==> config.mk <==
export PLATFORM = sky130hd
export DESIGN_NAME = axi4l_lsu_master
export DESIGN_NICKNAME = d
export VERILOG_FILES = /design/src/rtl/axi4l_lsu_master.sv
export SDC_FILE = /design/constraint.sdc
export NUM_CORES = 1
export LEC_CHECK = 0
export BUFFER_PORTS_ARGS = -buffer_cell sky130_fd_sc_hd__buf_4
export CORE_MARGIN = 2
export CORE_UTILIZATION = 52
export CTS_BUF_LIST = sky130_fd_sc_hd__clkbuf_16
export DETAILED_ROUTE_END_ITERATION = 6
export GPL_TIMING_DRIVEN = 0
export PLACE_DENSITY = 0.84
export SLEW_MARGIN = 30
export SYNTH_ARGS = -nofsm -noshare
export SYNTH_HDL_FRONTEND = slang
export SYNTH_SLANG_ARGS = --single-unit
==> constraint.sdc <==
create_clock -name clk -period 2.8 [get_ports clk]
set_clock_uncertainty 0.2 [all_clocks]
set_input_delay 0.42 -clock clk [delete_from_list [all_inputs] [get_ports clk]]
set_output_delay 0.42 -clock clk [all_outputs]
set_load 0.05 [all_outputs]
==> src/rtl/axi4l_lsu_master.sv <==
// AXI4-Lite initiator for the core's single-outstanding load/store port.
// One read or write is in flight at a time; completion is a done pulse with error flag.
module axi4l_lsu_master #(
    parameter int ADDR_W  = 32,
    parameter int DATA_W  = 32,
    parameter int TIMEOUT = 255
) (
    input  logic                clk,
    input  logic                rst_n,
    input  logic                req_i,
    input  logic                we_i,
    input  logic [ADDR_W-1:0]   addr_i,
    input  logic [DATA_W-1:0]   wdata_i,
    input  logic [DATA_W/8-1:0] wstrb_i,
    output logic                busy_o,
    output logic                done_o,
    output logic                err_o,
    output logic [DATA_W-1:0]   rdata_o,
    output logic [ADDR_W-1:0]   m_axi_awaddr,
    output logic [2:0]          m_axi_awprot,
    output logic                m_axi_awvalid,
    input  logic                m_axi_awready,
    output logic [DATA_W-1:0]   m_axi_wdata,
    output logic [DATA_W/8-1:0] m_axi_wstrb,
    output logic                m_axi_wvalid,
    input  logic                m_axi_wready,
    input  logic [1:0]          m_axi_bresp,
    input  logic                m_axi_bvalid,
    output logic                m_axi_bready,
    output logic [ADDR_W-1:0]   m_axi_araddr,
    output logic [2:0]          m_axi_arprot,
    output logic                m_axi_arvalid,
    input  logic                m_axi_arready,
    input  logic [DATA_W-1:0]   m_axi_rdata,
    input  logic [1:0]          m_axi_rresp,
    input  logic                m_axi_rvalid,
    output logic                m_axi_rready
);
    localparam int CNT_W = (TIMEOUT > 1) ? $clog2(TIMEOUT) : 1;
    localparam logic [CNT_W-1:0] CNT_LAST = (TIMEOUT > 0) ? CNT_W'(TIMEOUT - 1) : '0;

    typedef enum logic [2:0] {IDLE, WREQ, WRESP, RREQ, RRESP} state_t;

    state_t           state;
    logic [CNT_W-1:0] cnt;
    logic             timeout_hit;
    logic             aw_ok, w_ok;

    assign m_axi_awprot = 3'b000;
    assign m_axi_arprot = 3'b000;

    // A channel is finished once its valid has dropped or its handshake is happening now.
    assign aw_ok       = !m_axi_awvalid || m_axi_awready;
    assign w_ok        = !m_axi_wvalid  || m_axi_wready;
    assign timeout_hit = (TIMEOUT > 0) && busy_o && (cnt == CNT_LAST);

    always_ff @(posedge clk or negedge rst_n) begin
        if (!rst_n) begin
            state         <= IDLE;
            cnt           <= '0;
            busy_o        <= 1'b0;
            done_o        <= 1'b0;
            err_o         <= 1'b0;
            rdata_o       <= '0;
            m_axi_awaddr  <= '0;
            m_axi_awvalid <= 1'b0;
            m_axi_wdata   <= '0;
            m_axi_wstrb   <= '0;
            m_axi_wvalid  <= 1'b0;
            m_axi_bready  <= 1'b0;
            m_axi_araddr  <= '0;
            m_axi_arvalid <= 1'b0;
            m_axi_rready  <= 1'b0;
        end else begin
            done_o <= 1'b0;
            err_o  <= 1'b0;
            cnt    <= cnt + 1'b1;
            case (state)
                IDLE: begin
                    if (req_i) begin
                        cnt    <= '0;
                        busy_o <= 1'b1;
                        if (we_i) begin
                            m_axi_awaddr  <= addr_i;
                            m_axi_wdata   <= wdata_i;
                            m_axi_wstrb   <= wstrb_i;
                            m_axi_awvalid <= 1'b1;
                            m_axi_wvalid  <= 1'b1;
                            state         <= WREQ;
                        end else begin
                            m_axi_araddr  <= addr_i;
                            m_axi_arvalid <= 1'b1;
                            state         <= RREQ;
                        end
                    end
                end
                WREQ: begin
                    if (m_axi_awready) m_axi_awvalid <= 1'b0;
                    if (m_axi_wready)  m_axi_wvalid  <= 1'b0;
                    if (aw_ok && w_ok) begin
                        m_axi_bready <= 1'b1;
                        state        <= WRESP;
                    end
                end
                WRESP: begin
                    if (m_axi_bvalid) begin
                        m_axi_bready <= 1'b0;
                        busy_o       <= 1'b0;
                        done_o       <= 1'b1;
                        err_o        <= |m_axi_bresp;
                        state        <= IDLE;
                    end
                end
                RREQ: begin
                    if (m_axi_arready) begin
                        m_axi_arvalid <= 1'b0;
                        m_axi_rready  <= 1'b1;
                        state         <= RRESP;
                    end
                end
                RRESP: begin
                    if (m_axi_rvalid) begin
                        m_axi_rready <= 1'b0;
                        rdata_o      <= m_axi_rdata;
                        busy_o       <= 1'b0;
                        done_o       <= 1'b1;
                        err_o        <= |m_axi_rresp;
                        state        <= IDLE;
                    end
                end
                default: state <= IDLE;
            endcase
            // Abort wins over everything else; read data is left as it was.
            if (timeout_hit) begin
                m_axi_awvalid <= 1'b0;
                m_axi_wvalid  <= 1'b0;
                m_axi_bready  <= 1'b0;
                m_axi_arvalid <= 1'b0;
                m_axi_rready  <= 1'b0;
                busy_o        <= 1'b0;
                done_o        <= 1'b1;
                err_o         <= 1'b1;
                state         <= IDLE;
            end
        end
    end
endmodule
==> summary.md <==
| Metric | Value |
|---|---|
| Worst endpoint required time | 2.89 ns |
| First-pass GRT wire length | 23,540 µm |
| Resized Gates After CTS | 0 |
| Initial Utilization | 52.86% |
| Port Buffers | roughly 250 |
| Starting DRT DRC Count | 282 |
| Final hold vios | 0 |
| Setup slack after layout | 0.7481 ns |
| Period utilization | 73.28% |
| Routed WL per cell | 17.69 µm |
| Die height | 114.0 µm |
| Antenna viol nets, final | 0 |
| Vias | approximately 4,200 |
| 1st-pass router iterations | 4 |
| Vias per cell | between 5 and 6 |
| Number of setup buffers added after CTS | 0 |
| Die X | 114.0 µm |
| Layout cell share with drive strength beyond 1 | 63.81% |
| Largest area contributor in the netlist | dfrtp_1 |
| CP endpoint kind | flop |
| CTS tree | built |
| Largest net degree at the start of global routing | 79 |
| Post-DP HPWL | 10,700 µm |
| Initial antenna violation count | 0 |
| Relative slew slack | between 60% and 70% |
| Mapped cell area | around 0.0063 mm² |
| Startpoint types | flop |
| Post-synthesis register bit count | 151 |
| Crit-path max FO | 10 |
| Max Freq | around 0.49 GHz |
| Clk sinks | between 150 and 200 |
| Pre-CTS WS | 0.7442 ns |
| Post-layout min period | 2.052 ns |
| Yosys top cell area share | roughly three fifths |
| Seq/Total Area, Yosys | around 60% |
| Slew at the pin closest to its max-slew limit | 0.5905 ns |
| CTS root buffer | clkbuf_16 |
| Final net count | a little under 800 |
| DRC Markers | 0 |
| Slew Limit Fails | 0 |
| CP arrival | 2.15 ns |
| Post-Layout Cell Count | 824 |
| Max-cap viol count | 0 |
| Worst-Skew Late Latency | 0.41 ns |
| Top post-synthesis cells by area | dfrtp_1, mux2_4, mux2_2, buf_12, buf_4 |
| Max Root-Sink Buffers | 2 |
| Htree depth | 4 |
| Leading cell types in the layout, fill and taps excluded | buf_4, dfrtp_1, mux2_4 |
| Worst Setup Path Type | reg2reg |
| Worst Hold Class | in2reg |
| Core area | about 0.012 mm² |
| Gr ovfl total | 0 |
| Post-synth cell types | 40 |
| Vias in the first global route | between 4,000 and 5,000 |
| DP Cell Count | 794 |
| Ports | 259 |
| Most common cell after layout, fill and taps aside | buf_4 |
| Total Wirelength | 14,580 µm |
| Row cnt | 40 |
| Area grow syn2layout | 41.51% |
| Yosys warns | 0 |
| Status | finished, final reports clean |
| Num CTS Buffers | 17 |
| Avg Cell Area, Syn | between 15 and 20 µm² |
| Placer Congestion | 0.7729 |
| Setup TNS Final | 0 ns |
| DIE AREA | 0.01300 mm² |
| Total track usage | 23.45% |
| Ant diodes | 0 |
| Clock Pin Slew Worst Setup and Hold Paths | roughly 0.060 ns |
| RSZ-0062 raised after global routing | false |
| Syn Inst Count | 389 |
| Final setup vio count | 0 |
==> cell usage after synthesis <==
master,count
a2111o_1,1
a2111oi_0,2
a21o_1,1
a21oi_1,4
a2bb2oi_1,1
a31oi_1,2
a41oi_1,1
and2_1,1
and3_1,1
and4_1,1
buf_12,6
buf_2,4
buf_4,12
buf_6,2
buf_8,1
conb_1,1
dfrtp_1,151
ha_1,2
inv_1,4
mux2_2,65
mux2_4,68
nand2_1,6
nand2_8,1
nand2b_1,2
nand3_1,8
nand3b_1,1
nand4_1,3
nor2_1,16
nor2b_1,2
nor3_1,2
nor4_1,1
nor4b_1,1
nor4b_4,1
nor4bb_1,1
o211ai_1,1
o21ai_0,4
or2_2,1
or3_1,1
xnor2_1,1
xor2_1,5
==> cell families after synthesis <==
kind of cell / synth area share [%]
AND/OR/NAND/NOR: 4.551
AO/OA/AOI/OAI: 1.809
flip-flops: 60.02
adder cells (fa/ha/maj): 0.3974
multiplexers: 27.84
other: 0.05956
XOR/XNOR: 0.8347
buffers and inverters: 4.491
==> metrics by stage <==
step | instance area, µm² | util (%) | hold WS [ns]
finish | 8910 | 74.80 | 0.03453
global route | 8910 | 74.80 | 0.02052
CTS | 8910 | 74.80 | 0.01582
detailed placement | 8426 | 70.74 | 0.2330
global placement | 8391 | 70.44 | 0.2914
floorplan | 6315 | - | -0.07559
==> final timing paths <==
path,start,end,slack (ns),cells past startpoint
min reg2reg,rdata_o[24]$_DFFE_PN0N_,rdata_o[24]$_DFFE_PN0N_,0.31,1
max reg2reg,state[1]$_DFFE_PN0P_,m_axi_araddr[14]$_DFFE_PN0P_,0.75,5
max in group asynchronous,rst_n,cnt[6]$_DFF_PN0_,1.23,3
min in group asynchronous,rst_n,m_axi_awaddr[10]$_DFFE_PN0P_,0.39,2
max,state[1]$_DFFE_PN0P_,m_axi_araddr[14]$_DFFE_PN0P_,0.75,5
min,m_axi_rdata[23],rdata_o[23]$_DFFE_PN0N_,0.03,2
==> registers in the layout (all words and copies together) (netlist names), 3 cells and up <==
signal	cells
m_axi_wstrb	4
rdata_o	32
m_axi_araddr	32
state	3
m_axi_awaddr	32
cnt	8
m_axi_wdata	32
==> layout make-up <==
cell class,count,area [µm²]
Tap cell,147,183.9
Buffer,25,267.8
Timing Repair Buffer,254,1937
Sequential cell,151,3779
Clock inverter,12,48.80
Fill cell,762,3002
Clock buffer,17,425.4
Inverter,4,15.01
Multi-Input combinational cell,214,2253
==> what timing repair did <==
action / 4_1_cts / 5_1_grt
hold buffers: 1 / 0
endpoints found under the setup margin: 0 / 0
endpoints found under the hold margin: 73 / 0
==> critical path, cell delays in order (launching register included) <==
cell and delay (ns):
dfrtp_1 0.46, nor4b_4 0.33, nor2b_1 0.15, buf_2 0.20
buf_4 0.23, mux2_2 0.36
==> routing by layer <==
metal / share of wire (%) / track usage [%]
met5: 0 / 0
met4: 2.3 / 8.455
met3: 6.6 / 7.492
met2: 51 / 39.40
met1: 40 / 28.53
Power is left out: the tool's default activity adds up to more than one toggle a clock period on the data nets, which glitch-free logic cannot reach.
